`config.mk`:
```
export PLATFORM = sky130hd
export DESIGN_NAME = hazard_scoreboard_flat
export DESIGN_NICKNAME = d
export VERILOG_FILES = /design/src/rtl/hazard_scoreboard_pkg.sv /design/src/rtl/hazard_scoreboard_if.sv /design/src/rtl/hazard_slot_pipe.sv /design/src/rtl/hazard_scoreboard.sv /design/src/flat_wrapper.sv
export SDC_FILE = /design/constraint.sdc
export NUM_CORES = 1
export LEC_CHECK = 0
export ABC_AREA = 1
export ABC_CLOCK_PERIOD_IN_PS = 4100
export CORE_UTILIZATION = 53
export DETAILED_ROUTE_END_ITERATION = 6
export GPL_TIMING_DRIVEN = 0
export PLACE_DENSITY_LB_ADDON = 0.08
export SYNTH_ARGS = -nofsm -noshare
export SYNTH_HDL_FRONTEND = slang
export SYNTH_SLANG_ARGS = --single-unit
```
`constraint.sdc`:
```
create_clock -name clk -period 4.1 [get_ports clk]
set_input_delay 0.82 -clock clk [delete_from_list [all_inputs] [get_ports clk]]
set_output_delay 0.82 -clock clk [all_outputs]
set_load 0.03 [all_outputs]
```
`src/rtl/hazard_scoreboard_pkg.sv`:
```
// Shared constants for the hazard scoreboard: forwarding-select encoding, the
// flat slot field layout and default geometry. Optional forwarding is enabled
// with the HAZARD_FORWARD_EN macro (see hazard_scoreboard.sv).
package hazard_scoreboard_pkg;

  // Select value meaning "take register-file data"
  localparam int unsigned FWD_RF = 0;

  localparam int unsigned DEF_REG_AW     = 4;
  localparam int unsigned DEF_NSRC       = 2;
  localparam int unsigned DEF_DEPTH      = 3;
  localparam int unsigned DEF_LOAD_READY = 2;

  // Bit positions inside one flattened slot {rd, load, wr, valid}
  localparam int unsigned SLOT_VALID  = 0;
  localparam int unsigned SLOT_WR     = 1;
  localparam int unsigned SLOT_LOAD   = 2;
  localparam int unsigned SLOT_RD_LSB = 3;

  function automatic int unsigned slot_width(int unsigned reg_aw);
    return reg_aw + 3;
  endfunction

  // Forwarding-select width; never narrower than one bit
  function automatic int unsigned fsw(int unsigned depth);
    return (depth > 1) ? $clog2(depth) : 1;
  endfunction

endpackage

```
`src/rtl/hazard_scoreboard_if.sv`:
```
// ID-stage <-> hazard unit bundle. master = ID/EX pipeline side, slave = the
// hazard scoreboard.
interface hazard_scoreboard_if
  import hazard_scoreboard_pkg::*;
#(
  parameter int unsigned REG_AW = DEF_REG_AW,
  parameter int unsigned NSRC   = DEF_NSRC,
  parameter int unsigned DEPTH  = DEF_DEPTH
);
  localparam int unsigned FSW = fsw(DEPTH);

  logic                     id_valid;
  logic [NSRC-1:0]          id_src_en;
  logic [NSRC*REG_AW-1:0]   id_src;
  logic                     id_wr_en;
  logic [REG_AW-1:0]        id_rd;
  logic                     id_is_load;
  logic                     flush;
  logic                     stat_clr;
  logic                     stall;
  logic [NSRC*FSW-1:0]      ex_fwd_sel;
  logic [15:0]              stall_cnt;

  modport master (
    output id_valid, id_src_en, id_src, id_wr_en, id_rd, id_is_load, flush, stat_clr,
    input  stall, ex_fwd_sel, stall_cnt
  );

  modport slave (
    input  id_valid, id_src_en, id_src, id_wr_en, id_rd, id_is_load, flush, stat_clr,
    output stall, ex_fwd_sel, stall_cnt
  );

endinterface

```
`src/rtl/hazard_slot_pipe.sv`:
```
// DEPTH-slot shift register of in-flight destination registers. Slot 0 is EX,
// slot DEPTH-1 is WB. Slot 0 takes the issuing instruction or a bubble.
module hazard_slot_pipe
  import hazard_scoreboard_pkg::*;
#(
  parameter int unsigned REG_AW = DEF_REG_AW,
  parameter int unsigned DEPTH  = DEF_DEPTH,
  localparam int unsigned SlotW = slot_width(REG_AW)
) (
  input  logic                   clk,
  input  logic                   rst_n,
  input  logic                   issue_i,
  input  logic                   wr_i,
  input  logic [REG_AW-1:0]      rd_i,
  input  logic                   load_i,
  output logic [DEPTH*SlotW-1:0] slots_o
);

  logic [SlotW-1:0]       slot_in;
  logic [DEPTH*SlotW-1:0] slots_d, slots_q;

  // Build the new slot 0 entry; a non-issuing cycle inserts an all-zero bubble
  always_comb begin
    slot_in = '0;
    if (issue_i) begin
      slot_in[SLOT_VALID]                 = 1'b1;
      slot_in[SLOT_WR]                    = wr_i;
      slot_in[SLOT_LOAD]                  = load_i;
      slot_in[SLOT_RD_LSB +: REG_AW]      = rd_i;
    end
    slots_d = {slots_q[(DEPTH-1)*SlotW-1:0], slot_in};
  end

  // Shift every cycle; reset empties the scoreboard
  always_ff @(posedge clk or negedge rst_n) begin
    if (!rst_n) begin
      slots_q <= '0;
    end else begin
      slots_q <= slots_d;
    end
  end

  assign slots_o = slots_q;

endmodule

```
`src/rtl/hazard_scoreboard.sv`:
```
// Hazard detection and forwarding control. Matches ID source operands against
// the in-flight scoreboard, raises stall, registers the EX forwarding selects
// and counts stalled cycles.
// Build option: define HAZARD_FORWARD_EN to enable forwarding; otherwise any
// dependency on a not-yet-written-back producer stalls and selects are 0.
module hazard_scoreboard
  import hazard_scoreboard_pkg::*;
#(
  parameter int unsigned REG_AW     = DEF_REG_AW,
  parameter int unsigned NSRC       = DEF_NSRC,
  parameter int unsigned DEPTH      = DEF_DEPTH,
  parameter int unsigned LOAD_READY = DEF_LOAD_READY,
  localparam int unsigned FSW       = fsw(DEPTH)
) (
  input logic                clk,
  input logic                rst_n,
  hazard_scoreboard_if.slave hz
);

  localparam int unsigned SlotW = slot_width(REG_AW);

  logic [DEPTH*SlotW-1:0] slots;
  logic [DEPTH-1:0]       slot_v, slot_wr, slot_ld;
  logic [REG_AW-1:0]      slot_rd [DEPTH];
  logic [NSRC-1:0]        hit, haz;
  logic [FSW-1:0]         hit_k [NSRC];
  logic                   stall, issue;
  logic [15:0]            cnt_d, cnt_q;

  hazard_slot_pipe #(
    .REG_AW (REG_AW),
    .DEPTH  (DEPTH)
  ) u_slot_pipe (
    .clk     (clk),
    .rst_n   (rst_n),
    .issue_i (issue),
    .wr_i    (hz.id_wr_en),
    .rd_i    (hz.id_rd),
    .load_i  (hz.id_is_load),
    .slots_o (slots)
  );

  for (genvar k = 0; k < DEPTH; k++) begin : g_unpack
    assign slot_v[k]  = slots[k*SlotW + SLOT_VALID];
    assign slot_wr[k] = slots[k*SlotW + SLOT_WR];
    assign slot_ld[k] = slots[k*SlotW + SLOT_LOAD];
    assign slot_rd[k] = slots[k*SlotW + SLOT_RD_LSB +: REG_AW];
  end

`ifdef HAZARD_FORWARD_EN
  logic [NSRC-1:0]     hit_ld;
  logic [NSRC*FSW-1:0] sel, fwd_sel_d, fwd_sel_q;
`else
  // Load bit only matters when forwarding distinguishes load latency
  logic unused_slot_ld;
  assign unused_slot_ld = ^slot_ld;
`endif

  // Youngest match per source: scan oldest to youngest so the smallest k wins
  always_comb begin
    hit = '0;
    haz = '0;
`ifdef HAZARD_FORWARD_EN
    hit_ld = '0;
    sel    = '0;
`endif
    for (int s = 0; s < NSRC; s++) begin
      hit_k[s] = '0;
      for (int k = int'(DEPTH) - 1; k >= 0; k--) begin
        if (hz.id_src_en[s] && slot_v[k] && slot_wr[k] &&
            (slot_rd[k] == hz.id_src[s*REG_AW +: REG_AW]) &&
            (hz.id_src[s*REG_AW +: REG_AW] != '0)) begin
          hit[s]   = 1'b1;
          hit_k[s] = FSW'(k);
`ifdef HAZARD_FORWARD_EN
          hit_ld[s] = slot_ld[k];
`endif
        end
      end
`ifdef HAZARD_FORWARD_EN
      // Producer reaches slot k+1 by the time the consumer is in EX
      haz[s] = hit[s] & hit_ld[s] & ((32'(hit_k[s]) + 32'd1) < LOAD_READY);
      // A WB-slot producer is covered by register-file write-through
      if (hit[s] && (32'(hit_k[s]) < DEPTH - 1)) begin
        sel[s*FSW +: FSW] = hit_k[s] + FSW'(1);
      end
`else
      haz[s] = hit[s] & (32'(hit_k[s]) < DEPTH - 1);
`endif
    end
  end

  assign stall    = hz.id_valid & ~hz.flush & (|haz);
  assign issue    = hz.id_valid & ~stall & ~hz.flush;
  assign hz.stall = stall;

`ifdef HAZARD_FORWARD_EN
  // Selects follow the instruction into EX; bubbles carry register-file selects
  always_comb begin
    fwd_sel_d = issue ? sel : {NSRC{FSW'(FWD_RF)}};
  end

  // EX forwarding-select register
  always_ff @(posedge clk or negedge rst_n) begin
    if (!rst_n) begin
      fwd_sel_q <= '0;
    end else begin
      fwd_sel_q <= fwd_sel_d;
    end
  end

  assign hz.ex_fwd_sel = fwd_sel_q;
`else
  assign hz.ex_fwd_sel = '0;
`endif

  // Saturating stall counter; clear takes priority over an increment
  always_comb begin
    cnt_d = cnt_q;
    if (hz.stat_clr) begin
      cnt_d = '0;
    end else if (stall && (cnt_q != 16'hFFFF)) begin
      cnt_d = cnt_q + 16'd1;
    end
  end

  // Stall counter register
  always_ff @(posedge clk or negedge rst_n) begin
    if (!rst_n) begin
      cnt_q <= '0;
    end else begin
      cnt_q <= cnt_d;
    end
  end

  assign hz.stall_cnt = cnt_q;

endmodule

```
`src/flat_wrapper.sv`:
```
// flat-port wrapper written by rule: the top's interface ports become plain ports
module hazard_scoreboard_flat import hazard_scoreboard_pkg::*;
#(
  parameter int unsigned REG_AW     = DEF_REG_AW,
  parameter int unsigned NSRC       = DEF_NSRC,
  parameter int unsigned DEPTH      = DEF_DEPTH,
  parameter int unsigned LOAD_READY = DEF_LOAD_READY,
  localparam int unsigned FSW       = fsw(DEPTH)
)
  (clk, rst_n, hz_id_valid, hz_id_src_en, hz_id_src, hz_id_wr_en, hz_id_rd, hz_id_is_load, hz_flush, hz_stat_clr, hz_stall, hz_ex_fwd_sel, hz_stall_cnt);
  hazard_scoreboard_if #(.REG_AW(REG_AW), .NSRC(NSRC), .DEPTH(DEPTH)) hz_i ();
  input logic clk;
  input logic rst_n;
  input wire logic [$bits(hz_i.id_valid)-1:0] hz_id_valid;
  input wire logic [$bits(hz_i.id_src_en)-1:0] hz_id_src_en;
  input wire logic [$bits(hz_i.id_src)-1:0] hz_id_src;
  input wire logic [$bits(hz_i.id_wr_en)-1:0] hz_id_wr_en;
  input wire logic [$bits(hz_i.id_rd)-1:0] hz_id_rd;
  input wire logic [$bits(hz_i.id_is_load)-1:0] hz_id_is_load;
  input wire logic [$bits(hz_i.flush)-1:0] hz_flush;
  input wire logic [$bits(hz_i.stat_clr)-1:0] hz_stat_clr;
  output wire logic [$bits(hz_i.stall)-1:0] hz_stall;
  output wire logic [$bits(hz_i.ex_fwd_sel)-1:0] hz_ex_fwd_sel;
  output wire logic [$bits(hz_i.stall_cnt)-1:0] hz_stall_cnt;
  assign hz_i.id_valid = hz_id_valid;
  assign hz_i.id_src_en = hz_id_src_en;
  assign hz_i.id_src = hz_id_src;
  assign hz_i.id_wr_en = hz_id_wr_en;
  assign hz_i.id_rd = hz_id_rd;
  assign hz_i.id_is_load = hz_id_is_load;
  assign hz_i.flush = hz_flush;
  assign hz_i.stat_clr = hz_stat_clr;
  assign hz_stall = hz_i.stall;
  assign hz_ex_fwd_sel = hz_i.ex_fwd_sel;
  assign hz_stall_cnt = hz_i.stall_cnt;
  hazard_scoreboard #(.REG_AW(REG_AW), .NSRC(NSRC), .DEPTH(DEPTH), .LOAD_READY(LOAD_READY)) u_core (.clk(clk), .rst_n(rst_n), .hz(hz_i));
endmodule
```
==> results_dict.tcl <==
set metrics [dict create \
    hp-class "reg2reg" \
    postCtsResizedCells 0 \
    tightest_slew_ns 0.5986 \
    dieArea_um2 3588 \
    start_util_pct 56.80 \
    die_h_um 59.90 \
    regArea_um2 700.7 \
    critical_path.max_stage_delay_ns 0.67 \
    peakVddDrop_uv 201.4 \
    path_max_fanout 4 \
    track_usage_pct 22.80 \
    worstSetupPathType "in2out" \
    power_density_nw_per_um2 231.9 \
    reg2reg_to "u_core.hz.stall_cnt[13]$_DFFE_PN0P_" \
    slew_headroom_pct 60.10 \
    drive_above_1_share_pct 6.376 \
    wire_per_inst_um 11.04 \
    routed_wl_mm 3.774 \
    post-cts-setup-buffers 0 \
    async_flop_share_pct 100.0 \
    syn-instance-count 256 \
    cpMostUsedCell "nand2_1" \
    vias_per_cell 4.851 \
    status "completed" \
    period_needed_ns 3.616 \
    cts_buffers 3 \
    slowest_stage "clkdlybuf4s50_1" \
    cts_tree "done" \
    max_freq_mhz 276.5 \
    die_w_um 59.90 \
    syn_avg_cell_area_um2 6.940 \
    drc 0 \
    overflow 0 \
    p_leak_nw 1.099 \
    n_antenna_cell 0 \
    grt_max_degree 29 \
    setup_viol 0 \
    maxSlewViolCount 0 \
    min_from "u_core.u_slot_pipe.slots_o[1]$_DFF_PN0_" \
    hold_viol 0 \
    cts_buffer_depth 2 \
    synthDominantCellAreaShare_pct 39.44 \
    portBuffers 35 \
    drtIter0Drc 75 \
    synth_most_common_cell "nand2_1" \
    area.growth.synth_to_final_pct 25.21 \
    nets 321 \
    setup_tns_ns 0 \
    worst_slack_ns 0.4837 \
    synth_top_cell_by_area "dfrtp_1" \
    yosys-top-cells-area "dfrtp_1 (39%), nand2_1 (18%), nor2_1 (9.1%), nand3_1 (9.0%), inv_1 (5.5%)" \
    regToRegStartpoint "u_core.hz.stall_cnt[0]$_DFFE_PN0P_" \
    worstRegToRegCells 11 \
    worstPathArrival_ns 2.80 \
    grt_pass1_wl_mm 6.099 \
    detailed_place_hpwl_mm 2.841 \
    yosys_warnings 0 \
    postRouteAntennaNets 0 \
    netlist_top_cells_count "nand2_1 (86), nor2_1 (43), nand3_1 (32)" \
    synth_ff_type "dfrtp_1" \
    startpoint_type "input port" \
    vias 1659 \
    clk_latency_ns 0.33 \
    place_ws_ns 0.5045 \
    htree_levels 1 \
    synth_area_um2 1777 \
    holdBufCountCts 0 \
    synth_edf_count 0 \
    ys_ff_latch 28 \
    ys_seq_area_share_pct 39.44 \
    cap_violations 0 \
    cts.clk_slew.worst_paths_ns 0.14 \
    rsz0062_at_grt "no" \
    path_cells "clkdlybuf4s50_1, inv_1, nand2_1, nand2_1, nor2_1, nand3_1, nand2_1, nand2_1, nand2_1, nand2_1, inv_1, clkdlybuf4s50_1" \
    core-area_um2 3128 \
    fin_crit_sh_pct 88.20 \
    hold_depth 0 \
    io-pin-count 42 \
    fin_skew_ns 0.003428 \
    fillCellCount 275 \
    reg2reg_slack_ns 2.22 \
    hold_end "u_core.u_slot_pipe.slots_o[8]$_DFF_PN0_" \
    rows 20 \
    first_global_vias 1482 \
    worstSetupEndpointType "primary output" \
    ys_types 24 \
    firstDrtPassIters 4 \
    gp_congestion 0.9196 \
    required_ns 3.28 \
    cts_sinks 28 \
    grt_antenna_before_repair 0 \
    multiInputGateArea_um2 924.6 \
    ctsRootBufferMaster "clkbuf_4" \
]
-- sequential cells by signal (all words and copies together) (netlist names) --
name and count:
u_core.u_slot_pipe.slots_o 12, u_core.hz.stall_cnt 16
-- through the flow --
step	cell area, µm²	power (mW)	std cells	util [%]	hold WS, ns
2_1_floorplan	1788	0.3470	259	-	0.3742
3_3_place_gp	2193	0.3865	338	70.12	0.3795
3_5_place_dp	2193	0.3883	338	70.12	0.3830
4_1_cts	2230	0.5211	342	71.28	0.4152
5_1_grt	2225	0.5440	342	71.12	0.4335
6_report	2225	0.5160	342	71.12	0.4194
-- layer usage --
layer / track usage [%] / share of wire, % / wire, µm / vias to the layer above
li1: - / - / - / 866
met1: 28.93 / 46 / 1729 / 744
met2: 39.84 / 49 / 1835 / 42
met3: 2.597 / 3.6 / 137 / 7
met4: 8.306 / 1.9 / 72 / 0
met5: 0 / 0 / 0 / -
-- area by class of cell --
| cell class | instances | area share (%) |
|---|---|---|
| clock buffer | 4 | 1.631 |
| tap | 44 | 2.475 |
| sequential | 28 | 31.50 |
| inverter | 27 | 4.556 |
| timing repair buffer | 35 | 15.52 |
| multi-input combinational | 195 | 41.56 |
| buffer | 9 | 2.756 |
-- layout by cell type (no fill, tap or decap), drive strengths merged --
cell type	count
nand3	34
clkbuf	6
a21oi	1
xor2	10
nand2	89
ha	1
nor2	44
inv	26
nor3	2
dfrtp	28
xnor2	7
buf	8
clkinv	1
conb	4
clkdlybuf4s50	34
nand4	2
nor3b	1
-- report_power, final --
group	switching [mW]	internal (mW)	total [mW]	leakage, nW
logic	0.0503	0.0385	0.0888	0.696
clock network	0.0796	0.0545	0.134	0.0210
registers	0.00878	0.284	0.293	0.382
-- cells by family (layout without fill, tap and decap cells) --
logic type | Yosys count | count (layout) | synth area share, %
AOI/OAI and AO/OA | 1 | 1 | 0.2814
other | 1 | 4 | 0.2111
xor gates and xnor gates | 17 | 17 | 8.380
adders and majority gates | 1 | 1 | 0.7041
and+or+nand+nor | 172 | 172 | 41.83
buffers and inverters | 36 | 75 | 9.155
DFF | 28 | 28 | 39.44
-- how the worst max path moves through the flow --
stage                       startpoint  endpoint  cells after the start
final                     hz_id_src[6]  hz_stall                     12
after global routing      hz_id_src[6]  hz_stall                     12
after CTS                 hz_id_src[6]  hz_stall                     12
after detailed placement  hz_id_src[6]  hz_stall                     12
after global placement    hz_id_src[6]  hz_stall                     12
after floorplan           hz_id_src[4]  hz_stall                     10
-- critical path, delay by kind of cell --
kind / cells / cell delay, ns
buffers and inverters: 4 / 1.36
and+or+nand+nor: 8 / 0.61
(Power assumes the default switching activity.)
